--- src/rtl/shift_pkg.sv ---
// Shared encodings for the universal shift register.
// Holds the mode opcodes, FSM state encoding and a mode classifier.
package shift_pkg;

    localparam logic [2:0] MODE_HOLD = 3'd0;
    localparam logic [2:0] MODE_SHL  = 3'd1;
    localparam logic [2:0] MODE_SHR  = 3'd2;
    localparam logic [2:0] MODE_ROL  = 3'd3;
    localparam logic [2:0] MODE_ROR  = 3'd4;
    localparam logic [2:0] MODE_LOAD = 3'd5;

    localparam logic ST_IDLE = 1'b0;
    localparam logic ST_RUN  = 1'b1;

    typedef enum logic {
        IDLE = ST_IDLE,
        RUN  = ST_RUN
    } state_e;

    function automatic logic is_shift(input logic [2:0] m);
        return (m == MODE_SHL) || (m == MODE_SHR) ||
               (m == MODE_ROL) || (m == MODE_ROR);
    endfunction

endpackage

--- src/rtl/shift_cnt.sv ---
// Remaining-shift down-counter.
// Ports: load/init preload, dec steps down, value remaining, last when 1 left.
module shift_cnt #(
    parameter int W = 4
) (
    input  logic         clk,
    input  logic         rst,
    input  logic         load,
    input  logic         dec,
    input  logic [W-1:0] init,
    output logic [W-1:0] value,
    output logic         last
);

    always_ff @(posedge clk or posedge rst) begin
        if (rst) begin
            value <= '0;
        end else if (load) begin
            value <= init;
        end else if (dec && (value != '0)) begin
            value <= value - W'(1);
        end
    end

    assign last = (value == W'(1));

endmodule

--- src/rtl/param_universal_shift_register.sv ---
// Universal shift register: hold, shift, rotate, load with counted shifts.
// Ports: clk, rst, start/mode/count/pdata/sin in; q, sout, busy, done out.
module param_universal_shift_register
    import shift_pkg::*;
#(
    parameter int WIDTH = 8,
    parameter int CNT_W = $clog2(WIDTH + 1)
) (
    input  logic             clk,
    input  logic             rst,
    input  logic             start,
    input  logic [2:0]       mode,
    input  logic [CNT_W-1:0] count,
    input  logic [WIDTH-1:0] pdata,
    input  logic             sin,
    output logic [WIDTH-1:0] q,
    output logic             sout,
    output logic             busy,
    output logic             done
);

    state_e           state;
    state_e           state_nx;
    logic [2:0]       mode_q;
    logic             dir_left;
    logic             accept;
    logic             go_run;
    logic             shift_en;
    logic [CNT_W-1:0] cnt_value;
    logic             cnt_last;
    logic [WIDTH-1:0] q_shifted;

    assign accept = (state == IDLE) && start;
    assign go_run = accept && is_shift(mode) && (count != '0);

    // Guarding on a non-zero count keeps q frozen if RUN were ever
    // entered with nothing left to do.
    assign shift_en = (state == RUN) && (cnt_value != '0);

    shift_cnt #(
        .W(CNT_W)
    ) u_cnt (
        .clk  (clk),
        .rst  (rst),
        .load (go_run),
        .dec  (state == RUN),
        .init (count),
        .value(cnt_value),
        .last (cnt_last)
    );

    always_comb begin
        state_nx = state;
        unique case (state)
            IDLE: if (go_run) state_nx = RUN;
            RUN:  if (cnt_last) state_nx = IDLE;
            default: state_nx = IDLE;
        endcase
    end

    always_ff @(posedge clk or posedge rst) begin
        if (rst) begin
            state <= IDLE;
        end else begin
            state <= state_nx;
        end
    end

    always_comb begin
        q_shifted = q;
        unique case (mode_q)
            MODE_SHL: q_shifted = {q[WIDTH-2:0], sin};
            MODE_SHR: q_shifted = {sin, q[WIDTH-1:1]};
            MODE_ROL: q_shifted = {q[WIDTH-2:0], q[WIDTH-1]};
            MODE_ROR: q_shifted = {q[0], q[WIDTH-1:1]};
            default:  q_shifted = q;
        endcase
    end

    always_ff @(posedge clk or posedge rst) begin
        if (rst) begin
            q        <= '0;
            mode_q   <= MODE_HOLD;
            dir_left <= 1'b1;
            done     <= 1'b0;
        end else begin
            // Immediate commands finish on acceptance; shifts on the last edge.
            done <= (accept && !go_run) || ((state == RUN) && cnt_last);
            if (accept) begin
                mode_q <= mode;
                if (mode == MODE_SHL || mode == MODE_ROL) begin
                    dir_left <= 1'b1;
                end else if (mode == MODE_SHR || mode == MODE_ROR) begin
                    dir_left <= 1'b0;
                end
                if (mode == MODE_LOAD) begin
                    q <= pdata;
                end
            end else if (shift_en) begin
                q <= q_shifted;
            end
        end
    end

    assign busy = (state == RUN);
    assign sout = dir_left ? q[WIDTH-1] : q[0];

endmodule

--- config.mk ---
export PLATFORM = sky130hd
export DESIGN_NAME = param_universal_shift_register
export DESIGN_NICKNAME = d
export VERILOG_FILES = /design/src/rtl/shift_pkg.sv /design/src/rtl/shift_cnt.sv /design/src/rtl/param_universal_shift_register.sv
export SDC_FILE = /design/constraint.sdc
export NUM_CORES = 1
export LEC_CHECK = 0
export CAP_MARGIN = 20
export CORE_UTILIZATION = 50
export CTS_BUF_LIST = sky130_fd_sc_hd__clkbuf_4
export CTS_CLUSTER_DIAMETER = 80
export DETAILED_ROUTE_END_ITERATION = 12
export HOLD_SLACK_MARGIN = 0.1
export PLACE_DENSITY = 0.84
export SLEW_MARGIN = 20
export SYNTH_ARGS = -nofsm -noshare
export SYNTH_HDL_FRONTEND = slang
export SYNTH_SLANG_ARGS = --single-unit
--- constraint.sdc ---
create_clock -name clk -period 2 [get_ports clk]
set_input_delay 0.4 -clock clk [delete_from_list [all_inputs] [get_ports clk]]
set_output_delay 0.4 -clock clk [all_outputs]
set_load 0.01 [all_outputs]
==> results of run 1 <==
[layout make-up]
class,instances,area share (%)
tap,28,2.27
sequential,18,29.3
multi-input combinational,93,42.6
clock inverter,1,0.244
inverter,8,1.95
clock buffer,3,1.46
timing repair buffer,36,22.2
[flip-flops by register name, indices dropped and copies added (netlist names)]
signal	flops
q	8
u_cnt.value	4
mode_q	3
busy	1
dir_left	1
done	1
[worst max-delay path, cell delays in order (launching register included)]
cell	delay, ns
dfstp_2	0.55
mux2_2	0.32
dlygate4sd2_1	0.28
[through the flow]
stage / setup slack [ns] / util, % / std cells / cell area [sq um] / power (mW)
finish: 0.167 / 70.3 / 187 / 1540 / 2.50
global route: 0.112 / 70.3 / 187 / 1540 / 2.71
CTS: 0.160 / 70.3 / 187 / 1540 / 2.50
detailed placement: 0.0635 / 69.2 / 183 / 1520 / 2.32
global placement: 0.0763 / 69.2 / 183 / 1520 / 2.27
floorplan: 0.515 / - / 123 / 1160 / 1.82
[cells in the final DEF (no fill, tap or decap), drive strengths merged]
master	instances
a22o	2
dfrtp	17
a311oi	1
clkdlybuf4s50	28
nor3	6
o21a	1
ha	2
xnor2	3
xor2	1
nand3	2
nor4	3
o311ai	1
o21ai	12
a21boi	1
dfstp	1
a31oi	7
clkbuf	3
a21o	3
clkinv	1
a22oi	1
dlygate4sd2	1
a21oi	8
nand2b	1
nand2	14
and4bb	1
o22ai	1
inv	8
o2bb2ai	1
nor2b	2
mux2	8
o32ai	1
a211oi	1
buf	7
nor2	9
[how the worst min path moves through the flow]
stage / cells after the start / start / to
final: 3 / rst / q[5]
after global routing: 3 / rst / mode_q[0]
after CTS: 3 / rst / q[4]
after detailed placement: 2 / dir_left / dir_left
after global placement: 2 / dir_left / dir_left
after floorplan: 1 / rst / busy
[cell families (layout without fill, tap and decap cells)]
group	count (synthesis)	in the layout	share of synthesized area, %
buffers and inverters	12	48	4.22
XOR/XNOR	4	4	3.68
multiplexers	8	8	7.79
flip-flops	18	18	39.1
AO/OA/AOI/OAI	41	41	24.2
AND/OR/NAND/NOR	38	38	18.8
adder cells (fa/ha/maj)	2	2	2.16
[where the power goes]
part | total, mW | leakage [nW] | internal, mW | switching [mW]
sequential | 0.820 | 0.217 | 0.561 | 0.258
combinational | 1.49 | 0.421 | 0.799 | 0.695
clock | 0.183 | 0.0154 | 0.0725 | 0.110
[metal layers]
| metal | vias up | track usage, % | share of wire (%) |
|---|---|---|---|
| li1 | 522 | - | - |
| met1 | 527 | 33.5 | 43 |
| met2 | 48 | 40.4 | 50 |
| met3 | 2 | 4.32 | 6.0 |
| met4 | 0 | 8.57 | 0.88 |
| met5 | - | 0 | 0 |
[what timing repair did]
item	CTS	global route
gates resized for setup	1	0
setup endpoints to repair	1	0
hold buffers	0	0
==> run metrics, run 1 <==
Unique masters post-synth=36; Slew headroom=68.9%; std cell rows=17; Register Area=452 sq um; grt ovf=0; syn nets=between 100 and 150; # fillers=160; Cells after Synth=~120; max_cap viols=0; fmax=0.546 GHz; multi-input combinational cell area=656 sq um; core area=~2200 sq um; H-tree depth=1; ys async rst share=100%; Detailed Routing Iterations Pass 1=5; CP startpoint=dir_left; Final setup violation count=0; worst reg2reg path startpoint=u_cnt.value[0]; DP HPWL=2120 um; antenna fix cells=0; count of final hold-check violations=0; Hold WS=0.432 ns; post-route ant nets=0; total track usage=between 20% and 30%; I/O pins=30; first-pass GRT wire length=4730 um; number of CTS-inserted buffers=3; Initial Utilization=a little over half; min-delay worst type=input pin to async pin; status=finished, final reports clean; Seq/Total Area, Yosys=39.1%; Worst-path clk slew=roughly 0.1 ns; most used flip-flop cell after synthesis=dfrtp_1; Max VDD drop=0.00107 V; nature of the critical path startpoint=flip-flop; most numerous cell in the Yosys netlist=dfrtp_1; Pwr Density=1620 nW/um^2; Reg2Reg Capture Point=q[4]; Post-Route WL=2720 um; leakage power=0.653 nW; warnings from Yosys=0; Worst EP required=1.60 ns; CTS max path bufs=2; Critical Path End=sout; RSZ-0062 raised after global routing=false; share of cells above drive strength 1=between 10% and 20%; largest cells by area after synthesis=dfrtp_1, mux2_2, o21ai_0, nand2_1, a31oi_1; Synth area leader=dfrtp_1; CP endpoint kind=primary output; clock sink count=18; Post-CTS Setup Inserts=0; Commonest cells post-synth=dfrtp_1, nand2_1, o21ai_0; Critical Path AT=~1.4 ns; CTS tree=done; buffers added on ports=29; Avg Inst Size Synth=9.40 sq um; GPL Wtd Cong=between 0.8 and 0.9; maximum fanout along the worst path=2; Syn-to-layout area delta=33.2%; Setup TNS Final=0 ns; die width=50.1 um; Clk Latency, worst-skew pair=around 0.29 ns; CP Class=flip-flop to primary output; largest net degree at the start of global routing=19; top cell type's share of synthesized area=about 37%; vias per cell=5.88; reg2reg path depth=5; WL per Instance=14.5 um; Post-synth EDFFs=0; r2r setup slk=roughly 0.32 ns; die area=2510 sq um; minimum clock period after layout=around 1.8 ns; clk_skew=0.00451 ns; Chip Height=50.1 um; # DRC=0; 1st-iter DRT viols=between 40 and 50; clock root buffer=clkbuf_4; Max Slew Vio Count=0; final worst path period share=91.6%; vias in the first global route=1053; flops & latches, synth=18; routed vias=1099; initial antenna violation count=0; Slew @ Worst Pin=0.462 ns; Nets=181; Post-Syn Area=between 1000 and 1500 sq um
Note: power is estimated with default switching activity, not from simulation.
==> run 2, diff against run 1 <==
Settings changed: ABC_AREA set to 1, CORE_MARGIN set to 1.5, PLACE_DENSITY 0.84 to 0.83.
==> run 2 against run 1 <==
Effect of this change: worst hold slack got worse by 0.042 ns; routed wire length down 4.2%; register-to-register slack better by 0.07 ns; synthesized area increased by 1.9%; cell area shrank 2.3%; critical path depth rose by 1; power decreased by 8.5%; via count rose by 6.6%; maximum frequency fell by 1.3%; clock skew up 0.011 ns; cell count increased by 21%; flip-flop and latch count did not move.
==> run metrics, run 2 <==
max_cap viols=0; share of cells above drive strength 1=10.1%; antenna fix cells=0; clk_skew=roughly 0.015 ns; status=finished, final reports clean; biggest regs=q (8), u_cnt.value (4), mode_q (3); Slew headroom=80.3%; Top reg by flops=q; Placed Cells incl. Taps=between 200 and 250; Cells after Synth=168; Post-CTS Hold Buffers=0; 1st-iter DRT viols=32; Worst EP required=~1.6 ns; clock sink count=18; leakage power=about 0.76 nW; Avg Inst Size Synth=7.02 sq um; Initial Utilization=53.3%; reg2reg path depth=9; Chip Height=51.6 um; die area=approximately 2700 sq um; flops & latches, synth=18; most frequent cells in the layout=nand2_1, clkdlybuf4s50_1, nand3_1; warnings from Yosys=0; largest cells by area after synthesis=dfrtp_1, nand2_1, nand3_1, nor2_1, inv_1; Gates resized, CTS repair=0; Max Slew Vio Count=0; Comb power frac=58.5%; most used flip-flop cell after synthesis=dfrtp_1; count of final hold-check violations=0; M1 WL=1300 um; commonest non-fill, non-tap cell in the layout=nand2_1; total track usage=21.5%; Detailed Routing Iterations Pass 1=5; syn nets=~190; Post-CTS Setup Inserts=0; core area=around 2200 sq um; switching part of the total=a little under half; number of CTS-inserted buffers=3; Post-synth EDFFs=0; Critical Path AT=between 1 and 1.5 ns; post-route cell area=around 1500 sq um; fmax=0.539 GHz; DP HPWL=just under 2000 um; Pwr Density=around 1500 nW/um^2; RSZ-0062 raised after global routing=false; vias in the first global route=986; top cell type's share of synthesized area=roughly 36%; vias per cell=5.16; first-pass GRT wire length=4330 um; Clock Power Share=9.0%; Post-Syn Area=about 1200 sq um; CP endpoint kind=primary output; final worst path period share=between 90% and 100%; met3 wire len=~130 um; Commonest cells post-synth=nand2_1, nand3_1, nor2_1; Unique masters post-synth=23; # DRC=0; nature of the critical path startpoint=flip-flop; Reg2Reg Capture Point=q[6]; Setup TNS Final=0 ns; Slew @ Worst Pin=0.295 ns; buffers added on ports=29; CTS max path bufs=2; maximum fanout along the worst path=2; Seq pwr share=32.5%; minimum clock period after layout=1.86 ns; met2 WL=1160 um; die width=51.6 um; fin cells=about 230; # fillers=roughly 190; max FFs per register=8; Worst-path clk slew=0.11 ns; most numerous cell in the Yosys netlist=nand2_1; Final setup violation count=0; top sig layer=met4; Clk Latency, worst-skew pair=0.30 ns; ys async rst share=100%; placed instance area=1480 sq um; CTS tree=done; H-tree depth=1; r2r setup slk=0.39 ns; Max VDD drop=roughly 0.0013 V; GPL Wtd Cong=0.824; I/O pins=30; CP Class=flip-flop to primary output; Syn-to-layout area delta=27.7%; Int Power=1.22 mW; grt ovf=0; worst reg2reg path startpoint=u_cnt.value[1]; clock root buffer=clkbuf_4; largest net degree at the start of global routing=20; Seq/Total Area, Yosys=approximately two fifths; min-delay worst type=input pin to async pin; routed vias=1172; initial antenna violation count=0; WL per Instance=11.5 um; Nets=221; post-route ant nets=0; net switching power=about 1.1 mW; Synth area leader=dfrtp_1; Post-Route WL=2610 um; std cell rows=17
-- run 2: cell count changes in the layout (fill, tap and decap cells not counted), sizes merged, moves of 3 or more --
cell   change
nor3       -6
buf        -6
mux2       -8
nand2     +46
nand3     +29
inv        +6
nor2      +16
a21oi      -6
a21o       -3
nor4       -3
nand4      +3
o21ai      -6
a31oi      -7
-- run 2: stage by stage --
| stage | total power, mW | util, % | hold WS (ns) | setup slack, ns |
|---|---|---|---|---|
| global route | 2.51 | 68.0 | 0.449 | 0.0819 |
| detailed placement | 2.08 | 66.7 | 0.505 | 0.146 |
| CTS | 2.29 | 68.0 | 0.398 | 0.136 |
| global placement | 2.04 | 66.7 | 0.496 | 0.218 |
| floorplan | 1.71 | - | 0.338 | 0.575 |
| finish | 2.28 | 68.0 | 0.390 | 0.143 |
-- run 2: per-layer routing --
metal	vias to the layer above	global-route usage (%)
met2	37	30.8
met3	4	6.03
met5	-	0
met4	0	3.95
li1	603	-
met1	528	32.6
-- run 2: power by group through the flow --
stage	Combinational, mW	Sequential, mW	Clock (mW)
global placement	1.30	0.738	0
detailed placement	1.33	0.746	0
CTS	1.34	0.742	0.207
global route	1.51	0.773	0.222
finish	1.34	0.743	0.206
floorplan	0.972	0.733	0
-- run 2: cell families after synthesis --
| logic type | after synthesis | share of synthesized area (%) |
|---|---|---|
| AO/OA/AOI/OAI | 9 | 3.93 |
| XOR/XNOR | 2 | 1.49 |
| adder cells (fa/ha/maj) | 2 | 2.12 |
| buffers and inverters | 17 | 7.75 |
| flip-flops | 18 | 38.3 |
| AND/OR/NAND/NOR | 120 | 46.4 |
-- run 2: layout make-up --
| cell class | instances | area [sq um] | area share, % |
|---|---|---|---|
| Clock buffer | 4 | 30.0 | 2.00 |
| Tap cell | 28 | 35.0 | 2.33 |
| Multi-Input combinational cell | 133 | 636 | 42.2 |
| Timing Repair Buffer | 30 | 298 | 19.8 |
| Inverter | 14 | 55.1 | 3.66 |
| Sequential cell | 18 | 452 | 30.0 |
-- run 2: worst max path at each step --
stage                        start        endpoint  slack (ns)  cells after the start
floorplan           u_cnt.value[0]            q[7]        0.58                     10
global placement             start  u_cnt.value[1]        0.22                      9
detailed placement           start  u_cnt.value[3]        0.15                      7
CTS                       dir_left            sout        0.14                      3
global route              dir_left            sout        0.08                      3
finish                    dir_left            sout        0.14                      3
-- run 2: critical path: stages (launching register included) --
cell and delay [ns]:
dfstp_2 0.54, nand2_1 0.05, nand2_1 0.06, clkdlybuf4s50_1 0.52
